==> src/rtl/testmode_pkg.sv <==
// Shared mode codes, FSM state type and default unlock key for testmode_enc.
package testmode_pkg;

  localparam logic [1:0] MODE_FUNC  = 2'b00;
  localparam logic [1:0] MODE_SCAN  = 2'b01;
  localparam logic [1:0] MODE_BIST  = 2'b10;
  localparam logic [1:0] MODE_ALIVE = 2'b11;

  typedef enum logic [1:0] {
    IDLE  = 2'b00,
    EXIT  = 2'b01,
    APPLY = 2'b10
  } state_e;

  localparam logic [7:0] KEY_VAL_DEFAULT = 8'hA5;

endpackage

==> src/rtl/testmode_settle_cnt.sv <==
// Loadable down-counter timing the EXIT and APPLY settle windows.
module testmode_settle_cnt #(
  parameter int unsigned CNT_W = 3
) (
  input  logic             clk,
  input  logic             rst_n,
  input  logic             load,
  input  logic             en,
  input  logic [CNT_W-1:0] load_val,
  output logic [CNT_W-1:0] value,
  output logic             zero_c
);

  // Load wins over decrement.
  always_ff @(posedge clk or negedge rst_n) begin
    if (!rst_n) begin
      value <= '0;
    end else if (load) begin
      value <= load_val;
    end else if (en) begin
      value <= value - CNT_W'(1);
    end
  end

  // Window end flag.
  assign zero_c = (value == '0);

endmodule

==> src/rtl/testmode_enc.sv <==
// Test-mode code sequencer: every change of TEST passes through 00 for a
// settle window, then holds the new code for a second window before DONE.
// Optional unlock-key gating is enabled by defining TESTMODE_KEY_EN.
module testmode_enc
  import testmode_pkg::*;
#(
  parameter int unsigned SETTLE_CYC = 4,
  parameter int unsigned CNT_W      = 3
`ifdef TESTMODE_KEY_EN
  ,
  parameter logic [7:0]  KEY_VAL    = KEY_VAL_DEFAULT
`endif
) (
  input  logic       CLK,
  input  logic       RESET,
  input  logic       REQ_VALID,
  input  logic [1:0] REQ_MODE,
  output logic       REQ_READY,
  input  logic       ABORT,
  output logic [1:0] TEST,
  output logic [1:0] MODE_CUR,
  output logic       BUSY,
  output logic       DONE
`ifdef TESTMODE_KEY_EN
  ,
  input  logic       KEY_VALID,
  input  logic [7:0] KEY,
  output logic       ERR
`endif
);

  localparam logic [CNT_W-1:0] SETTLE_LOAD = CNT_W'(SETTLE_CYC - 1);

  state_e           state;
  logic [1:0]       target;
  logic             accept;
  logic             blocked;
  logic             same;
  logic             start;
  logic             cnt_load;
  logic             cnt_en;
  logic             cnt_zero;
  logic [CNT_W-1:0] cnt_load_val;
  logic [CNT_W-1:0] cnt_value;

  // Handshake only in IDLE, and never while ABORT is asserted.
  assign REQ_READY = (state == IDLE) && !ABORT;
  assign BUSY      = (state != IDLE);
  assign accept    = REQ_VALID && REQ_READY;

`ifdef TESTMODE_KEY_EN
  logic unlocked;
  logic done_func;

  // Non-functional requests are refused while locked.
  assign blocked   = accept && (REQ_MODE != MODE_FUNC) && !unlocked;
  // Completion of any transition landing on functional mode re-locks.
  assign done_func = (same && (REQ_MODE == MODE_FUNC)) ||
                     ((state == EXIT) && cnt_zero && (target == MODE_FUNC));
`else
  assign blocked   = 1'b0;
`endif

  assign same  = accept && !blocked && (REQ_MODE == MODE_CUR);
  assign start = accept && !blocked && (REQ_MODE != MODE_CUR);

  // Counter is loaded on entry to EXIT and APPLY, cleared on ABORT.
  assign cnt_load     = ABORT || start ||
                        ((state == EXIT) && cnt_zero && (target != MODE_FUNC));
  assign cnt_load_val = ABORT ? '0 : SETTLE_LOAD;
  assign cnt_en       = (state != IDLE) && !cnt_zero;

  testmode_settle_cnt #(
    .CNT_W (CNT_W)
  ) u_settle_cnt (
    .clk      (CLK),
    .rst_n    (RESET),
    .load     (cnt_load),
    .en       (cnt_en),
    .load_val (cnt_load_val),
    .value    (cnt_value),
    .zero_c   (cnt_zero)
  );

  // Sequencer FSM with registered TEST/MODE_CUR/DONE.
  always_ff @(posedge CLK or negedge RESET) begin
    if (!RESET) begin
      state    <= IDLE;
      target   <= MODE_FUNC;
      TEST     <= MODE_FUNC;
      MODE_CUR <= MODE_FUNC;
      DONE     <= 1'b0;
`ifdef TESTMODE_KEY_EN
      ERR      <= 1'b0;
      unlocked <= 1'b0;
`endif
    end else begin
      DONE <= 1'b0;
`ifdef TESTMODE_KEY_EN
      ERR  <= 1'b0;
      if (ABORT || done_func) begin
        unlocked <= 1'b0;
      end else if (KEY_VALID) begin
        unlocked <= (KEY == KEY_VAL);
      end
`endif
      if (ABORT) begin
        state    <= IDLE;
        target   <= MODE_FUNC;
        TEST     <= MODE_FUNC;
        MODE_CUR <= MODE_FUNC;
      end else begin
        case (state)
          IDLE: begin
`ifdef TESTMODE_KEY_EN
            if (blocked) begin
              ERR <= 1'b1;
            end
`endif
            if (same) begin
              DONE <= 1'b1;
            end else if (start) begin
              target <= REQ_MODE;
              TEST   <= MODE_FUNC;
              state  <= EXIT;
            end
          end
          EXIT: begin
            if (cnt_zero) begin
              if (target == MODE_FUNC) begin
                MODE_CUR <= MODE_FUNC;
                DONE     <= 1'b1;
                state    <= IDLE;
              end else begin
                TEST  <= target;
                state <= APPLY;
              end
            end
          end
          APPLY: begin
            if (cnt_zero) begin
              MODE_CUR <= target;
              DONE     <= 1'b1;
              state    <= IDLE;
            end
          end
          default: state <= IDLE;
        endcase
      end
    end
  end

endmodule

==> config.mk <==
export PLATFORM = sky130hd
export DESIGN_NAME = testmode_enc
export DESIGN_NICKNAME = d
export VERILOG_FILES = /design/src/rtl/testmode_pkg.sv /design/src/rtl/testmode_settle_cnt.sv /design/src/rtl/testmode_enc.sv
export SDC_FILE = /design/constraint.sdc
export NUM_CORES = 1
export LEC_CHECK = 0
export CORE_MARGIN = 1
export CORE_UTILIZATION = 45
export CTS_CLUSTER_DIAMETER = 50
export CTS_CLUSTER_SIZE = 10
export DETAILED_ROUTE_END_ITERATION = 10
export MAX_ROUTING_LAYER = met4
export PLACE_DENSITY_LB_ADDON = 0.12
export SLEW_MARGIN = 40
export SYNTH_ARGS = -nofsm -noshare
export SYNTH_HDL_FRONTEND = slang
export SYNTH_HIERARCHICAL = 1
export SYNTH_SLANG_ARGS = --single-unit
==> constraint.sdc <==
create_clock -name CLK -period 1.4 [get_ports CLK]
set_input_delay 0.28 -clock CLK [delete_from_list [all_inputs] [get_ports CLK]]
set_output_delay 0.28 -clock CLK [all_outputs]
set_load 0.005 [all_outputs]
==> flow_metrics.env, run 1 <==
export IMPL_grt_pass1_vias=684
export IMPL_worst_slack_ns=-0.156
export IMPL_finalHoldViolCount=0
export IMPL_insertion_delay_ns=0.28
export IMPL_final_common_cell="buf_4"
export IMPL_layout_drive_gt1_share=0.462
export IMPL_wl_um=1990
export IMPL_cts_root_buf="clkbuf_4"
export IMPL_antenna_cells=0
export IMPL_cp_top_family="flip-flops"
export IMPL_grt_usage=0.231
export IMPL_core_um2=1520
export IMPL_rows=14
export IMPL_arrival_ns=1.73
export IMPL_critPathKind="flip-flop to flip-flop"
export IMPL_wl_per_cell_um=14.7
export IMPL_seq_area_frac_synth=0.402
export IMPL_total_power_w=0.00103
export IMPL_first_pass_iters=4
export IMPL_syn_inst=79
export IMPL_syn_nets=87
export IMPL_slew_violations=0
export IMPL_fin_crit_ns=1.56
export IMPL_start_kind="flip-flop"
export IMPL_ioPinCount=13
export IMPL_synth_cell_types=30
export IMPL_cp_cell_sequence="inv_2, ha_2, ha_4, buf_4, o2111ai_4, nand3_4, buf_6, nand2_1, o21ai_1"
export IMPL_p_leak_nw=0.593
export IMPL_cp_end_kind="flip-flop"
export IMPL_period_share=1.11
export IMPL_ir_worst_vdd_mv=0.980
export IMPL_crit_slowest_cell="dfrtp_1"
export IMPL_synth_seq_cells=12
export IMPL_synth_top_area_frac=0.402
export IMPL_powerDensity_nw_per_um2=830
export IMPL_cp_max_fo=6
export IMPL_initial_core_util=0.490
export IMPL_cts_inserted_buffers=3
export IMPL_vias_per_cell=5.50
export IMPL_cts_max_level=1
export IMPL_fp_dieW_um=42.7
export IMPL_post_place_cells=123
export IMPL_clock_path_buffers=2
export IMPL_cts_tree="built"
export IMPL_worstHoldPathType="primary input to asynchronous set/reset pin"
export IMPL_clkTransAtPathRegs_ns=0.08
export IMPL_violations="negative setup slack"
export IMPL_rsz0062_at_grt="true"
export IMPL_layoutNonFillerInstCount=135
export IMPL_fmax_mhz=643
export IMPL_die_h_um=42.7
export IMPL_drtAntennaViolNets=0
export IMPL_status="complete, but fails checks"
export IMPL_grt_max_degree=13
export IMPL_cp_required_ns=1.57
export IMPL_reg2reg_slack_ns=-0.16
export IMPL_grt_first_pass_wirelength_um=3010
export IMPL_nets=128
export IMPL_syn_area_um2=747
export IMPL_area_growth_pct=65.8
export IMPL_num_vias=743
export IMPL_overflow=0
export IMPL_fin_skew_ns=0.00379
export IMPL_die_area_um2=1830
export IMPL_dp_hpwl_um=1270
export IMPL_fill_cells=94
export IMPL_cts_sinks=12
export IMPL_yosysWarnings=6
export IMPL_cap_violations=0
export IMPL_drt_initial_drc_count=17
export IMPL_yosysTopAreaCell="dfrtp_1"
export IMPL_syn_area_per_cell_um2=9.46
export IMPL_setup_viol=9
export IMPL_gp_congestion=0.837
export IMPL_layout_common_cells="buf_4, dfrtp_1, nand2_1, buf_6, clkdlybuf4s50_1"
export IMPL_cts_hold_buf=0
export IMPL_portBuffers=12
export IMPL_antenna_found_initial=0
export IMPL_remaining_drc_errors=0
export IMPL_synth_area_leaders="dfrtp_1, nand2_1, nor2b_1"
export IMPL_cpPeakStageDelay_ns=0.39
export IMPL_critPathBufInv=3
==> synth_stat cells (all sizes together) <==
cell and instances:
inv 5, o21ai 4, mux2i 2, nand3 2, nor2b 5, o2111ai 1, buf 4, nor3b 1
nand2b 2, and2 2, ha 2, or4b 1, xnor2 3, nand2 9, a2111oi 2, a211oi 1
nor2 5, or2 1, a32o 2, dfrtp 12, and4 1, a21oi 4, o31ai 2, nand3b 1
conb 1, a21boi 1, xor2 2, nor4b 1
==> metrics by stage <==
step	TNS, ns	area, um^2	utilization	setup WS, ns	hold slack [ns]
after global routing	-1.51	1240	0.813	-0.196	0.323
after floorplan	-0.485	763	-	-0.130	-0.0156
after detailed placement	-2.29	1020	0.670	-0.229	0.588
after global placement	-2.06	1020	0.670	-0.206	0.578
after CTS	-0.741	1100	0.721	-0.145	0.297
final	-0.795	1240	0.813	-0.156	0.294
==> path summary, 6_finish.rpt <==
path	from	to	depth (start not counted)
worst max register to register	u_settle_cnt/value[1]$_DFFE_PN0P_	u_settle_cnt/value[0]$_DFFE_PN0P_	9
worst max-delay path	u_settle_cnt/value[1]$_DFFE_PN0P_	u_settle_cnt/value[0]$_DFFE_PN0P_	9
worst min-delay path	RESET	u_settle_cnt/value[1]$_DFFE_PN0P_	2
worst min register to register	u_settle_cnt/value[0]$_DFFE_PN0P_	u_settle_cnt/value[0]$_DFFE_PN0P_	3
max in group asynchronous	RESET	TEST[0]$_DFFE_PN0P_	2
min in group CLK	u_settle_cnt/value[0]$_DFFE_PN0P_	u_settle_cnt/value[0]$_DFFE_PN0P_	3
==> layout make-up <==
type	instances	area, um^2	share of cell area
inverters	5	18.8	0.0152
multi-input cells	58	508	0.410
repair buffers	40	355	0.287
flip-flops and latches	12	300	0.242
well taps	16	20.0	0.0162
clock buffers	4	36.3	0.0293
==> kinds of logic (layout without fill, tap and decap cells) <==
family	after synthesis	count (layout)	share of synthesized area
xor gates and xnor gates	5	5	0.0586
AOI/OAI and AO/OA	17	17	0.178
DFF	12	12	0.402
muxes	2	2	0.0268
adders and majority gates	2	2	0.0335
buffers and inverters	9	49	0.0603
and+or+nand+nor	31	31	0.236
other	1	1	0.00502
==> state kept, by name (all words and copies together) (netlist names) <==
name / cells
DONE: 1
MODE_CUR: 2
TEST: 2
state: 2
target: 2
u_settle_cnt/value: 3
==> power by group <==
part	switching [W]	internal (W)	total, W
sequential	0.0000220	0.000369	0.000391
clock	0.000126	0.000158	0.000284
combinational	0.000154	0.000199	0.000353
==> timing repair <==
action / in CTS / in global routing
setup endpoints to repair: 17 / 14
pin swaps: 6 / 8
cloned: 0 / 0
resized for setup: 21 / 17
buffers inserted: 3 / 6
==> per-layer routing <==
layer / track usage / up-vias / routed length (um)
li1: - / 352 / -
met1: 0.310 / 356 / 894
met2: 0.339 / 27 / 934
met3: 0.0553 / 8 / 84
met4: 0.0813 / 0 / 72
met5: - / - / 0
Note: power is estimated with default switching activity, not from simulation.
==> run 2, diff against run 1 <==
--- a/config.mk
+++ b/config.mk
@@ -12,6 +12,7 @@
 export DETAILED_ROUTE_END_ITERATION = 10
 export MAX_ROUTING_LAYER = met4
 export PLACE_DENSITY_LB_ADDON = 0.12
+export SKIP_LAST_GASP = 1
 export SLEW_MARGIN = 40
 export SYNTH_ARGS = -nofsm -noshare
 export SYNTH_HDL_FRONTEND = slang
==> flow_metrics.env, run 2 (synthesis results as in run 1) <==
export IMPL_final_common_cell="buf_4"
export IMPL_insertion_delay_ns=0.27
export IMPL_fin_crit_ns=1.53
export IMPL_grt_first_pass_wirelength_um=3010
export IMPL_holdWs_ns=0.294
export IMPL_worstHoldPathType="primary input to asynchronous set/reset pin"
export IMPL_multi_input_area_um2=498
export IMPL_status="complete, but fails checks"
export IMPL_fmax_mhz=653
export IMPL_wl_um=1950
export IMPL_wl_per_cell_um=14.5
export IMPL_num_vias=733
export IMPL_rows=14
export IMPL_fin_skew_ns=0.00158
export IMPL_violations="negative setup slack"
export IMPL_setup_tns_ns=-0.716
export IMPL_grt_pass1_vias=684
export IMPL_nets=128
export IMPL_cts_inserted_buffers=3
export IMPL_portBuffers=12
export IMPL_ir_worst_vdd_mv=0.816
export IMPL_initial_core_util=0.490
export IMPL_critPathKind="flip-flop to flip-flop"
export IMPL_arrival_ns=1.69
export IMPL_p_leak_nw=0.591
export IMPL_cts_tree="built"
export IMPL_regMostFlops="u_settle_cnt/value"
export IMPL_drt_initial_drc_count=6
export IMPL_overflow=0
export IMPL_gp_congestion=0.837
export IMPL_remaining_drc_errors=0
export IMPL_ioPinCount=13
export IMPL_antenna_found_initial=0
export IMPL_start_kind="flip-flop"
export IMPL_finalHoldViolCount=0
export IMPL_antenna_cells=0
export IMPL_period_share=1.09
export IMPL_ff_latch_area_um2=300
export IMPL_clock_path_buffers=2
export IMPL_clkTransAtPathRegs_ns=0.08
export IMPL_layout_drive_gt1_share=0.454
export IMPL_cts_max_level=1
export IMPL_grt_max_degree=13
export IMPL_first_pass_iters=4
export IMPL_fp_dieW_um=42.7
export IMPL_cp_required_ns=1.56
export IMPL_area_growth_pct=64.5
export IMPL_core_um2=1520
export IMPL_vias_per_cell=5.43
export IMPL_drtAntennaViolNets=0
export IMPL_cts_sinks=12
export IMPL_die_h_um=42.7
export IMPL_largest_reg_flops=3
export IMPL_cp_max_fo=6
export IMPL_grt_usage=0.231
export IMPL_powerDensity_nw_per_um2=830
export IMPL_rsz0062_at_grt="true"
export IMPL_cp_end_kind="flip-flop"
export IMPL_cts_root_buf="clkbuf_4"
export IMPL_die_area_um2=1830
export IMPL_worst_slack_ns=-0.132
export IMPL_fill_cells=93
export IMPL_cap_violations=0
export IMPL_slew_violations=0
export IMPL_setup_viol=9
export IMPL_layout_common_cells="buf_4, dfrtp_1, nand2_1, buf_6, clkdlybuf4s50_1"
export IMPL_dp_hpwl_um=1270
export IMPL_cts_hold_buf=0
[run 2: final cells by class]
type	instances	share of cell area
clock buffer	4	0.0295
inverter	5	0.0153
multi-input combinational	58	0.405
sequential	12	0.244
tap	16	0.0163
timing repair buffer	40	0.289
[run 2: where the power goes]
group	internal [W]	switching, W
Clock	0.000158	0.000125
Combinational	0.000197	0.000149
Sequential	0.000369	0.0000218
Total	0.000724	0.000296
[run 2: layer usage]
layer  routed length (um)  share of wire  global-route usage  vias up
li1                     -              -                   -      352
met1                  871           0.45               0.310      352
met2                  919           0.47               0.339       23
met3                  107          0.055              0.0553        6
met4                   53          0.027              0.0813        0
met5                    0              0                   -        -
[run 2: timing repair]
| action | CTS | global route |
|---|---|---|
| pin swaps | 6 | 9 |
| gates resized for setup | 15 | 21 |
| buffers inserted | 3 | 6 |
| endpoints found under the setup margin | 17 | 14 |
[run 2: worst paths after layout]
check | from | endpoint | slack (ns) | depth (start not counted)
max reg2reg | u_settle_cnt/value[0]$_DFFE_PN0P_ | MODE_CUR[1]$_DFFE_PN0P_ | -0.13 | 6
min in group CLK | u_settle_cnt/value[2]$_DFFE_PN0P_ | u_settle_cnt/value[2]$_DFFE_PN0P_ | 0.62 | 2
max in group asynchronous | RESET | u_settle_cnt/value[1]$_DFFE_PN0P_ | 0.94 | 2
max | u_settle_cnt/value[0]$_DFFE_PN0P_ | MODE_CUR[1]$_DFFE_PN0P_ | -0.13 | 6
min | RESET | MODE_CUR[0]$_DFFE_PN0P_ | 0.29 | 2
min reg2reg | u_settle_cnt/value[2]$_DFFE_PN0P_ | u_settle_cnt/value[2]$_DFFE_PN0P_ | 0.62 | 2
[run 2: per-stage QoR]
step / cell area (um^2) / utilization / std cells / power [W] / setup slack (ns)
floorplan: 763 / - / 79 / 0.000527 / -0.130
global placement: 1020 / 0.670 / 123 / 0.000642 / -0.206
detailed placement: 1020 / 0.670 / 123 / 0.000646 / -0.229
CTS: 1090 / 0.717 / 129 / 0.000947 / -0.146
global route: 1230 / 0.806 / 135 / 0.00107 / -0.208
finish: 1230 / 0.806 / 135 / 0.00102 / -0.132
[run 2: critical path: stages, from the launching register on]
cell	delay, ns
dfrtp_1	0.39
inv_1	0.06
ha_2	0.18
ha_4	0.16
or4b_4	0.49
nand2_2	0.08
a2111oi_2	0.05
==> run 3, diff against run 2 <==
--- a/config.mk
+++ b/config.mk
@@ -6,7 +6,7 @@
 export NUM_CORES = 1
 export LEC_CHECK = 0
 export CORE_MARGIN = 1
-export CORE_UTILIZATION = 45
+export CORE_UTILIZATION = 50
 export CTS_CLUSTER_DIAMETER = 50
 export CTS_CLUSTER_SIZE = 10
 export DETAILED_ROUTE_END_ITERATION = 10
==> constraint.sdc (replaced) <==
create_clock -name CLK -period 1.6 [get_ports CLK]
set_input_delay 0.48 -clock CLK [delete_from_list [all_inputs] [get_ports CLK]]
set_output_delay 0.48 -clock CLK [all_outputs]
set_load 0.005 [all_outputs]
==> flow_metrics.env, run 3 (synthesis results as in run 1) <==
export IMPL_worst_slack_ns=0.0293
export IMPL_fp_dieW_um=40.7
export IMPL_die_area_um2=1650
export IMPL_reg2reg_depth=6
export IMPL_drt_initial_drc_count=11
export IMPL_grt_use_met3=0.0815
export IMPL_cts_hold_buf=0
export IMPL_wl_um=1830
export IMPL_first_pass_iters=4
export IMPL_overflow=0
export IMPL_clkTransAtPathRegs_ns=0.07
export IMPL_dp_slack_ns=-0.421
export IMPL_cp_cell_sequence="clkdlybuf4s50_1, xor2_2, o21ai_2, nand3_4, o31ai_2"
export IMPL_worstHoldPathType="primary input to asynchronous set/reset pin"
export IMPL_cp_required_ns=1.78
export IMPL_powerDensity_nw_per_um2=704
export IMPL_total_power_w=0.000777
export IMPL_num_vias=692
export IMPL_grt_max_degree=13
export IMPL_cp_end_kind="flip-flop"
export IMPL_regMostFlops="u_settle_cnt/value"
export IMPL_layout_common_cells="buf_4, dfrtp_1, nand2_1, dlygate4sd2_1"
export IMPL_power_switching_w=0.000237
export IMPL_endpoint="u_settle_cnt/value[2]$_DFFE_PN0P_"
export IMPL_cts_sinks=12
export IMPL_drtAntennaViolNets=0
export IMPL_antenna_found_initial=0
export IMPL_cap_violations=0
export IMPL_cts_inserted_buffers=3
export IMPL_core_um2=1350
export IMPL_clock_power_share=0.236
export IMPL_cts_tree="built"
export IMPL_cp_top_family="compound AO/OA/AOI/OAI gates"
export IMPL_switching_share=0.305
export IMPL_wl_per_cell_um=14.9
export IMPL_p_leak_nw=0.514
export IMPL_grt_pass1_vias=640
export IMPL_largest_reg_flops=3
export IMPL_cts_max_level=1
export IMPL_arrival_ns=1.75
export IMPL_ir_worst_vdd_mv=0.499
export IMPL_rr_endpoint="MODE_CUR[0]$_DFFE_PN0P_"
export IMPL_die_h_um=40.7
export IMPL_met1_usage=0.324
export IMPL_remaining_drc_errors=0
export IMPL_clock_path_buffers=2
export IMPL_period_share=0.982
export IMPL_start_kind="primary input"
export IMPL_final_common_cell="buf_4"
export IMPL_fin_skew_ns=0.00165
export IMPL_grt_first_pass_wirelength_um=2730
export IMPL_comb_power_share=0.324
export IMPL_fmax_mhz=637
export IMPL_busiest_layer="met2"
export IMPL_ioPinCount=13
export IMPL_grt_usage=0.259
export IMPL_fin_crit_ns=1.57
export IMPL_insertion_delay_ns=0.27
export IMPL_setup_viol=0
export IMPL_layoutNonFillerInstCount=123
export IMPL_r2r_start="u_settle_cnt/value[1]$_DFFE_PN0P_"
export IMPL_slew_violations=0
export IMPL_startpoint="REQ_MODE[1]"
export IMPL_crit_slowest_cell="clkdlybuf4s50_1"
export IMPL_layout_drive_gt1_share=0.398
export IMPL_finalHoldViolCount=0
export IMPL_p_seq_frac=0.440
export IMPL_rsz0062_at_grt="true"
export IMPL_rows=13
export IMPL_post_place_cells=117
export IMPL_cpPeakStageDelay_ns=0.46
export IMPL_cp_max_fo=6
export IMPL_area_growth_pct=47.7
export IMPL_power_internal_w=0.000540
export IMPL_initial_core_util=0.553
export IMPL_critPathKind="primary input to flip-flop"
export IMPL_gp_congestion=0.786
export IMPL_grt_util_met2=0.409
export IMPL_reg2reg_slack_ns=0.04
export IMPL_vias_per_cell=5.63
export IMPL_antenna_cells=0
export IMPL_status="finished clean"
export IMPL_portBuffers=12
export IMPL_nets=118
export IMPL_holdWs_ns=0.506
export IMPL_dp_hpwl_um=1220
export IMPL_critPathBufInv=1
export IMPL_cts_root_buf="clkbuf_4"
export IMPL_cp_depth=5
run 3: cell types whose count changed in the layout (fill, tap and decap cells not counted), sizes merged:
cell,before,now
dlygate4sd2,4,5
buf,30,20
clkbuf,4,3
clkdlybuf4s50,5,4
run 3: how the worst min path moves through the flow:
stage,end,slack [ns],cells after the start
floorplan,DONE$_DFF_PN0_,0.18,0
global placement,u_settle_cnt/value[0]$_DFFE_PN0P_,0.56,2
detailed placement,u_settle_cnt/value[1]$_DFFE_PN0P_,0.56,2
CTS,DONE$_DFF_PN0_,0.52,2
global route,DONE$_DFF_PN0_,0.53,2
finish,DONE$_DFF_PN0_,0.51,2
run 3: per-stage QoR:
step                      setup TNS, ns  utilization  area [um^2]
after global placement            -2.06        0.720          972
after floorplan                       0            -          747
final                                 0        0.817         1100
after CTS                       -0.0101        0.756         1020
after global routing            -0.0879        0.817         1100
after detailed placement          -2.47        0.720          972
run 3: cell type report:
type | instances | area, um^2
Multi-Input combinational cell | 58 | 495
Clock buffer | 3 | 22.5
Fill cell | 87 | 246
Tap cell | 15 | 18.8
Inverter | 5 | 18.8
Timing Repair Buffer | 30 | 248
Sequential cell | 12 | 300
run 3: what timing repair did:
action                                  CTS  global route
gates resized for setup                  17            16
pin swaps                                 1             6
endpoints found under the setup margin   11            11
buffers inserted                          4             1
endpoints found under the hold margin     0             0
run 3: per-layer routing:
metal  routed length [um]  part of all wire
met2                  942              0.51
met3                  106             0.058
met4                   11            0.0060
met1                  773              0.42
met5                    0                 0
run 3: worst register-to-register path, stage by stage, from the launching register on:
cell and delay, ns:
dfrtp_1 0.40, inv_2 0.08, ha_4 0.14, ha_4 0.18
or4b_4 0.48, nand2_2 0.11, a2111oi_4 0.06
run 3: power groups by stage:
stage | combinational [W] | sequential [W] | clock (W)
2_1_floorplan | 0.000112 | 0.000341 | 0
3_3_place_gp | 0.000195 | 0.000343 | 0
3_5_place_dp | 0.000201 | 0.000344 | 0
4_1_cts | 0.000206 | 0.000338 | 0.000192
5_1_grt | 0.000280 | 0.000343 | 0.000202
6_report | 0.000252 | 0.000342 | 0.000183
